==> src/rtl/multicycle_core.sv <==
// Multicycle processor for the 16-bit ISA: one FSM sequences fetch/decode/exec/mem/wb
// around a single shared ALU, with req/ack instruction and data memory ports.
module multicycle_core #(
  parameter int DATA_WIDTH = 16,
  parameter int ADDR_WIDTH = 16,
  parameter int RESET_PC   = 0
) (
  input  logic                  clock,
  input  logic                  reset_n,
  output logic                  imem_req,
  output logic [ADDR_WIDTH-1:0] imem_addr,
  input  logic                  imem_ack,
  input  logic [15:0]           imem_rdata,
  output logic                  dmem_req,
  output logic                  dmem_we,
  output logic [ADDR_WIDTH-1:0] dmem_addr,
  output logic [DATA_WIDTH-1:0] dmem_wdata,
  input  logic                  dmem_ack,
  input  logic [DATA_WIDTH-1:0] dmem_rdata,
  output logic                  retire,
  output logic                  halted,
  output logic                  illegal,
  output logic [ADDR_WIDTH-1:0] pc
);
  typedef enum logic [2:0] {sFetch, sDecode, sExec, sMem, sWb, sHalt} stateT;

  localparam logic [3:0] OpRtype = 4'h0, OpAddi = 4'h1, OpLw = 4'h2, OpSw = 4'h3;
  localparam logic [3:0] OpBeq = 4'h4, OpBne = 4'h5, OpJ = 4'h6, OpHalt = 4'hF;
  localparam logic [ADDR_WIDTH-1:0] ResetPc = ADDR_WIDTH'(RESET_PC);

  stateT state, nextState;
  logic [15:0] ir;
  logic [ADDR_WIDTH-1:0] pcReg;
  logic signed [DATA_WIDTH-1:0] regFile [8];
  logic signed [DATA_WIDTH-1:0] aReg, bReg, aluOut, mdr;
  logic haltedReg, illegalReg;

  logic [3:0] op;
  logic [2:0] rs, rt, rd, funct, aluFn, wbDest;
  logic signed [DATA_WIDTH-1:0] imm, rsVal, rtVal, aluB, aluRes, wbData;
  logic isBranch, legal, taken, retireC;

  function automatic logic signed [DATA_WIDTH-1:0] aluCalc(
    input logic [2:0] fn,
    input logic signed [DATA_WIDTH-1:0] a,
    input logic signed [DATA_WIDTH-1:0] b
  );
    case (fn)
      3'b000:  return a + b;
      3'b001:  return a - b;
      3'b010:  return a & b;
      3'b011:  return a | b;
      3'b100:  return a ^ b;
      3'b101:  return {{(DATA_WIDTH-1){1'b0}}, (a < b)};
      default: return '0;
    endcase
  endfunction

  assign op       = ir[15:12];
  assign rs       = ir[11:9];
  assign rt       = ir[8:6];
  assign rd       = ir[5:3];
  assign funct    = ir[2:0];
  assign imm      = {{(DATA_WIDTH-6){ir[5]}}, ir[5:0]};
  assign rsVal    = (rs == 3'd0) ? '0 : regFile[rs];
  assign rtVal    = (rt == 3'd0) ? '0 : regFile[rt];
  assign isBranch = (op == OpBeq) || (op == OpBne);

  // Branches reuse the subtractor and test its result for zero.
  assign aluFn  = (op == OpRtype) ? funct : (isBranch ? 3'b001 : 3'b000);
  assign aluB   = ((op == OpRtype) || isBranch) ? bReg : imm;
  assign aluRes = aluCalc(aluFn, aReg, aluB);
  assign taken  = ((op == OpBeq) && (aluRes == '0)) || ((op == OpBne) && (aluRes != '0));

  assign wbDest = (op == OpRtype) ? rd : rt;
  assign wbData = (op == OpLw) ? mdr : aluOut;

  always_comb begin
    case (op)
      OpRtype:                                       legal = (funct[2:1] != 2'b11);
      OpAddi, OpLw, OpSw, OpBeq, OpBne, OpJ, OpHalt: legal = 1'b1;
      default:                                       legal = 1'b0;
    endcase
  end

  always_comb begin
    nextState = state;
    retireC   = 1'b0;
    case (state)
      sFetch:  if (imem_ack) nextState = sDecode;
      sDecode: begin
        if (!legal || (op == OpHalt)) begin
          nextState = sHalt;
          retireC   = legal;
        end else begin
          nextState = sExec;
        end
      end
      sExec: begin
        if (isBranch || (op == OpJ)) begin
          nextState = sFetch;
          retireC   = 1'b1;
        end else if ((op == OpLw) || (op == OpSw)) begin
          nextState = sMem;
        end else begin
          nextState = sWb;
        end
      end
      sMem: begin
        if (dmem_ack) begin
          nextState = (op == OpSw) ? sFetch : sWb;
          retireC   = (op == OpSw);
        end
      end
      sWb: begin
        nextState = sFetch;
        retireC   = 1'b1;
      end
      default: nextState = sHalt;
    endcase
  end

  always_ff @(posedge clock or negedge reset_n) begin
    if (!reset_n) state <= sFetch;
    else          state <= nextState;
  end

  always_ff @(posedge clock or negedge reset_n) begin
    if (!reset_n) begin
      pcReg      <= ResetPc;
      ir         <= '0;
      haltedReg  <= 1'b0;
      illegalReg <= 1'b0;
    end else begin
      if ((state == sFetch) && imem_ack) begin
        ir    <= imem_rdata;
        pcReg <= pcReg + ADDR_WIDTH'(1);
      end
      if (state == sDecode) begin
        if (!legal) begin
          illegalReg <= 1'b1;
          haltedReg  <= 1'b1;
        end else if (op == OpHalt) begin
          haltedReg <= 1'b1;
        end
      end
      // pc already points past the branch, so the offset is added to pc+1.
      if (state == sExec) begin
        if (taken)           pcReg <= pcReg + imm[ADDR_WIDTH-1:0];
        else if (op == OpJ)  pcReg <= ADDR_WIDTH'(ir[11:0]);
      end
    end
  end

  always_ff @(posedge clock or negedge reset_n) begin
    if (!reset_n) begin
      aReg   <= '0;
      bReg   <= '0;
      aluOut <= '0;
      mdr    <= '0;
      for (int i = 0; i < 8; i++) regFile[i] <= '0;
    end else begin
      if (state == sDecode) begin
        aReg <= rsVal;
        bReg <= rtVal;
      end
      if (state == sExec) aluOut <= aluRes;
      if ((state == sMem) && dmem_ack && (op == OpLw)) mdr <= dmem_rdata;
      if ((state == sWb) && (wbDest != 3'd0)) regFile[wbDest] <= wbData;
    end
  end

  // Requests are gated by reset_n so they drop the instant reset asserts.
  assign imem_req   = (state == sFetch) && reset_n;
  assign imem_addr  = pcReg;
  assign dmem_req   = (state == sMem) && reset_n;
  assign dmem_we    = (state == sMem) && (op == OpSw);
  assign dmem_addr  = aluOut[ADDR_WIDTH-1:0];
  assign dmem_wdata = bReg;
  assign retire     = retireC;
  assign halted     = haltedReg;
  assign illegal    = illegalReg;
  assign pc         = pcReg;
endmodule
==> config.mk <==
export PLATFORM = sky130hd
export DESIGN_NAME = multicycle_core
export DESIGN_NICKNAME = d
export VERILOG_FILES = /design/src/rtl/multicycle_core.sv
export SDC_FILE = /design/constraint.sdc
export NUM_CORES = 1
export LEC_CHECK = 0
export ABC_CLOCK_PERIOD_IN_PS = 5900
export CELL_PAD_IN_SITES_DETAIL_PLACEMENT = 1
export CELL_PAD_IN_SITES_GLOBAL_PLACEMENT = 1
export CORE_MARGIN = 1.5
export CORE_UTILIZATION = 50
export DETAILED_ROUTE_END_ITERATION = 12
export DONT_BUFFER_PORTS = 1
export PLACE_DENSITY = 0.88
export SLEW_MARGIN = 20
export SYNTH_ARGS = -nofsm -noshare
export SYNTH_HDL_FRONTEND = slang
export SYNTH_SLANG_ARGS = --single-unit
==> constraint.sdc <==
create_clock -name clock -period 5.9 [get_ports clock]
set_input_delay 1.77 -clock clock [delete_from_list [all_inputs] [get_ports clock]]
set_output_delay 1.77 -clock clock [all_outputs]
set_load 0.05 [all_outputs]
Word level (Yosys, flattened, before mapping)
Cells that the tools add are included.
- flip-flop bits (word level): 229
- output and inout bits: 70
- logic and storage cells: 117
- input port bits: 36
- reductions and logical operators: 29
- bitwise gates (word level): 7
- eq/ne operators: 20
- magnitude comparators: 5
- $add $sub $neg: 4
- multiplexer cells: 35
- operator list (operator ; count):
    16-bit two-way mux ; 13
    128-bit bitwise mux ; 1
    16-bit binary-select mux with 3-bit select ; 2
    16-bit one-hot mux with 6 select lines ; 1
    16-bit demux with 3-bit select ; 1
    16-bit adder ; 2
    3-bit two-way mux ; 8
    16-bit by 1-bit adder with 16-bit output, second input constant ; 1
    16-bit AND ; 1
    16-bit zero test ; 1
    16-bit less-than comparator ; 1
    16-bit bitwise OR ; 1
    16-bit nonzero test ; 1
    16-bit subtractor ; 1
    16-bit bitwise XOR ; 1
    3-bit one-hot mux with 5 select lines ; 1
    3-bit by 2-bit == test with 1-bit output, second input constant ; 4
    4-bit by 3-bit == test with 1-bit output, second input constant ; 3
    4-bit greater-or-equal comparator, second input constant ; 3
    3-bit zero test ; 4
    3-bit inverter with 4-bit output ; 3
    1-bit logical AND ; 10
    3-bit == test, second input constant ; 3
    4-bit by 2-bit == test with 1-bit output, second input constant ; 2
    other kinds (16) ; 31

Logic depth before layout (Yosys ltp)
- depth in word-level cells: 11
- mapped depth: 24
- gate-level depth less buffers: 18

Least setup slack after synthesis
Ideal clock, no wire load.
- path type: register to register
- start point: reg ir[14]
- end point: reg pcReg[6] (netlist: imem_addr[6])
- library setup time: 104 ps
- data arrival time: 4860 ps
- required time: 5796 ps
- cell stages (with the launch flop): 24
- path buffers: 5
- period minus slack after synthesis: 4964 ps
- setup slack: 936 ps
- cells stage by stage: dfrtp_1 > clkbuf_1 > nor2b_1 > nor3_1 > clkbuf_1 > clkbuf_1 > nand2_1 > o21ai_0 > inv_1 > ha_1 > o21ba_2 > or4_1 > nand2_1 > o22ai_1 > and3_1 > or3_1 > a2111oi_4 > nand4_2 > nor2_2 > xor2_2 > and2_1 > buf_6 > buf_12 > a221oi_1
- longest elaborated chain between the ends: 11
- elaborated cells between the ends (all ways): 30
- classes of those cells: add/sub (2); order compare (1); eq/ne (8); mux (7); bitwise (3); reduce/logical (9)
- RTL lines (item ; line ; source):
    from (decl) ; 32 ; logic [15:0] ir;
    from (signal assigned) ; 136 ; ir <= imem_rdata;
    4-bit by 3-bit == test with 1-bit output ; 67, 73 ;
    1-bit logical OR ; 67 ; assign isBranch = (op == OpBeq) || (op == OpBne);
    1-bit logical OR / 1-bit two-way mux (equally long branches) ; 71, 70 ;
    16-bit two-way mux / 3-bit two-way mux (equally long branches) ; 71, 70 ;
    16-bit subtractor (tied with other cells) ; 50 ; 3'b001: return a - b;
    16-bit one-hot mux with 6 select lines ; 48 ; case (fn)
    16-bit zero test / 16-bit nonzero test (equally long branches) ; 73 ; assign taken = ((op == OpBeq) && (aluRes == '0)) || ((op == OpBne) && (aluRes != '0));
    1-bit logical AND ; 73 ;
    1-bit logical OR ; 73 ;
    16-bit two-way mux * ; 149 ; if (taken) pcReg <= pcReg + imm[ADDR_WIDTH-1:0];
    16-bit two-way mux * ; 148 ; if (state == sExec) begin
    to (signal assigned) ; 137 ; pcReg <= pcReg + ADDR_WIDTH'(1);
    to (signal assigned) ; 149 ;
    to (signal assigned) ; 150 ; else if (op == OpJ) pcReg <= ADDR_WIDTH'(ir[11:0]);
    to (decl) ; 33 ; logic [ADDR_WIDTH-1:0] pcReg;
Every way passes the cells marked *; elsewhere a longest branch is shown, timed or not.
A chain may end at the register's enable or synchronous reset.

Worst setup path in the final report
- start point: reg ir[14]
- end point: reg pcReg[11] (netlist: imem_addr[11])
The elaborated chain is that of the path after synthesis.

==> flow_metrics.env <==
export IMPL_antenna_cells_inserted=0
export IMPL_grt_antenna_before_repair=3
export IMPL_synth_top_family_by_area="compound AO/OA/AOI/OAI gates"
export IMPL_cp_max_fo=20
export IMPL_timing_reg2reg_worst_path_depth=18
export IMPL_worst_path_largest_cell_delay_ns=0.47
export IMPL_synth_main_ff_cell="sky130_fd_sc_hd__dfrtp_1"
export IMPL_post_synth_top_count_cell="sky130_fd_sc_hd__dfrtp_1"
export IMPL_cp_buffers_inverters=2
export IMPL_critical_path_required_ns=6.31
export IMPL_sequential_cell_area_mm2=0.005333
export IMPL_reg2reg_to="imem_addr[11]"
export IMPL_grt_max_degree=216
export IMPL_syn_num_nets=1584
export IMPL_cap_viol_max_count=0
export IMPL_adder_and_majority_cell_fraction_of_the_synthesized_area_pct=6.398
export IMPL_detail_route_vias_per_cell=6.700
export IMPL_synth_enable_flop_cells=0
export IMPL_setup_violations=0
export IMPL_min_delay_worst_endpoint="regFile[20]"
export IMPL_clock_tree_buffer_depth=3
export IMPL_routed_wirelength_mm=46.65
export IMPL_initial_core_util_pct=50.79
export IMPL_cts_buffers=25
export IMPL_ys_types=80
export IMPL_synthesis_area_per_instance_um2=9.223
export IMPL_first_pass_grt_wire_length_mm=73.60
export IMPL_global_placer_s_final_weighted_congestion=0.9138
export IMPL_critical_path_top_delay_family="simple AND/OR/NAND/NOR gates"
export IMPL_critical_path_slowest_cell="sky130_fd_sc_hd__or4_1"
export IMPL_floorplan_core_area_mm2=0.02688
export IMPL_yosysSeqAreaShare_pct=39.05
export IMPL_crit_path_dat_ns=5.72
export IMPL_run_status="complete, no violations"
export IMPL_post_route_min_period_ns=5.313
export IMPL_vias=11980
export IMPL_path_class="reg2reg"
export IMPL_finish_net_count=1534
export IMPL_die_area_mm2=0.02830
export IMPL_timing_worst_slew_pin_value_ns=1.102
export IMPL_hold_path_startpoint="regFile[20]"
export IMPL_finalCritPeriodShare_pct=90.05
export IMPL_h_tree_level_count=1
export IMPL_ys_ff_latch=213
export IMPL_critical_path_cell_chain="nor2b_1 > nor3_2 > buf_4 > o21ai_0 > inv_1 > ha_1 > o21ba_2 > or4_1 > a311oi_1 > a2111oi_0 > nor3_2 > o2111ai_1 > nor4_1 > nand4_2 > nor2_2 > xor2_2 > and2_2 > a221oi_1"
export IMPL_grtUsageTotal_pct=33.26
export IMPL_synth_warnings=0
export IMPL_cts_setup_buffers=0
export IMPL_count_of_final_hold_check_violations=0
export IMPL_synth_top_cell_area_share_pct=39.05
export IMPL_crit_reg2reg_launch="ir[14]"
export IMPL_final_antenna_net_count=0
export IMPL_synth_xor_area_share_pct=2.108
export IMPL_die_y_um=168.2
export IMPL_drtPass1Iterations=5
export IMPL_io_buffers=0
export IMPL_layout_filler_cells=3065
export IMPL_slew_violations=0
export IMPL_overflow=0
export IMPL_average_detailed_routed_wire_length_per_instance_um=26.09
export IMPL_place_detailed_hpwl_mm=31.78
export IMPL_syn_cell_area_mm2=0.01365
export IMPL_synth_compound_gate_area_share_pct=20.59
export IMPL_drive_above_1_share_pct=14.51
export IMPL_root_buffer="sky130_fd_sc_hd__clkbuf_16"
export IMPL_worstSkewPairLatency_ns=0.56
export IMPL_path_clk_slew_ns=0.07
export IMPL_clock_skew_ns=0.01409
export IMPL_tns_ns=0
export IMPL_max_freq_ghz=0.1882
export IMPL_worst_setup_path_start_kind="flip-flop"
export IMPL_ff2ff_setup_slack_ns=0.59
export IMPL_die_width_um=168.2
export IMPL_multiInputGateArea_mm2=0.007574
export IMPL_cts_tree="yes"
export IMPL_via_count_of_the_first_global_routing_pass=12610
export IMPL_post_route_drc_count=0
export IMPL_critical_path_most_common_cell="sky130_fd_sc_hd__nor3_2"
export IMPL_netlist_top_cells_count="213 x sky130_fd_sc_hd__dfrtp_1, 159 x sky130_fd_sc_hd__nor2_1, 146 x sky130_fd_sc_hd__a21oi_1, 137 x sky130_fd_sc_hd__nand2_1, 126 x sky130_fd_sc_hd__o21ai_0"
export IMPL_setup_repair_after_global_routing_missed_its_margin="no"
export IMPL_hold_depth=2
export IMPL_hold_path_class="reg2reg"
export IMPL_rows=60
export IMPL_synthArstFlopShare_pct=100.0
export IMPL_slew_limit_headroom_pct=26.54
export IMPL_clock_sink_count=213
export IMPL_biggest_area_contributors_in_the_synthesized_netlist="sky130_fd_sc_hd__dfrtp_1 39%, sky130_fd_sc_hd__ha_1 6.0%, sky130_fd_sc_hd__a21oi_1 5.4%"
export IMPL_synth_simple_gate_area_share_pct=13.66
export IMPL_synth_largest_area_cell="sky130_fd_sc_hd__dfrtp_1"
export IMPL_crit_end_category="flip-flop"
export IMPL_synth_cells=1480
export IMPL_layout_area_overhead_vs_synth_pct=7.626
export IMPL_top_level_port_count=106
export IMPL_synth_mux_area_fraction_pct=12.38
export IMPL_drt_iter0_markers=1101
-- metrics by stage --
step | utilization [%] | worst slack [ns] | instance area, um^2 | hold WS [ns] | cells
2_1_floorplan | - | 0.9359 | 13650 | 0.4609 | 1480
3_3_place_gp | 51.57 | 0.6014 | 13860 | 0.4739 | 1744
3_5_place_dp | 51.57 | 0.3674 | 13860 | 0.4946 | 1744
4_1_cts | 54.65 | 0.3611 | 14690 | 0.5120 | 1788
5_1_grt | 54.66 | 0.2451 | 14690 | 0.5344 | 1788
6_report | 54.66 | 0.5868 | 14690 | 0.5084 | 1788
-- sequential cells by signal, indices dropped and copies added, names as in the netlist --
name	cells
halted	1
aReg	16
mdr	16
regFile	112
ir	16
illegal	1
state	3
imem_addr	16
dmem_addr	16
dmem_wdata	16
-- timing repair --
item,4_1_cts,5_1_grt
resized for setup,0,1
endpoints found under the setup margin,0,1
hold buffers,0,0
-- layout by cell type (no fill, tap or decap), types with 18 or more instances in the layout --
master and instances:
sky130_fd_sc_hd__nor3_1 28, sky130_fd_sc_hd__xnor2_1 18, sky130_fd_sc_hd__a21o_1 18, sky130_fd_sc_hd__buf_4 38, sky130_fd_sc_hd__nand3_1 23, sky130_fd_sc_hd__a21oi_1 145
sky130_fd_sc_hd__inv_1 66, sky130_fd_sc_hd__clkbuf_16 25, sky130_fd_sc_hd__mux4_2 32, sky130_fd_sc_hd__nand2_1 137, sky130_fd_sc_hd__ha_1 65, sky130_fd_sc_hd__o21ai_0 124
sky130_fd_sc_hd__dfrtp_1 211, sky130_fd_sc_hd__mux2_2 63, sky130_fd_sc_hd__mux2i_1 25, sky130_fd_sc_hd__a22oi_1 43, sky130_fd_sc_hd__nor2_1 155
-- cells by family (layout without fill, tap and decap cells) --
| logic type | count (synthesis) | count (layout) |
|---|---|---|
| flip-flops | 213 | 213 |
| AO/OA/AOI/OAI | 445 | 445 |
| AND/OR/NAND/NOR | 420 | 420 |
| XOR/XNOR | 32 | 32 |
| multiplexers | 121 | 121 |
| adder cells (fa/ha/maj) | 68 | 68 |
| buffers and inverters | 181 | 148 |
-- worst min-delay path, stage by stage (launching register included) --
cell and delay, ns:
sky130_fd_sc_hd__dfrtp_1 0.36, sky130_fd_sc_hd__nand2_1 0.05, sky130_fd_sc_hd__o21ai_0 0.06
-- worst max path at each step --
stage                     slack (ns)            end  depth (start not counted)   start
after floorplan                 0.94   imem_addr[6]                         23  ir[14]
after global placement          0.60  imem_addr[11]                         18  ir[14]
after detailed placement        0.37  imem_addr[11]                         18  ir[14]
after CTS                       0.36  imem_addr[11]                         18  ir[14]
after global routing            0.25  imem_addr[14]                         18  ir[14]
final                           0.59  imem_addr[11]                         18  ir[14]
-- metal layers --
layer  GRT usage [%]  up-vias  wire length, um
met4           14.67        4             2218
met1           42.01     6124            18780
met3           6.394      144             3373
met5               0        -               27
li1                -     5189                -
met2           55.71      518            22250
-- cell type report --
cell class	count	share of cell area [%]
clock inverters	8	0.7409
well taps	341	2.904
flip-flops and latches	213	36.30
inverters	66	1.686
multi-input cells	1086	51.55
repair buffers	38	1.942
clock buffers	36	4.880
Power is left out: the tool's default activity adds up to more than one toggle a clock period on the data nets, which glitch-free logic cannot reach.
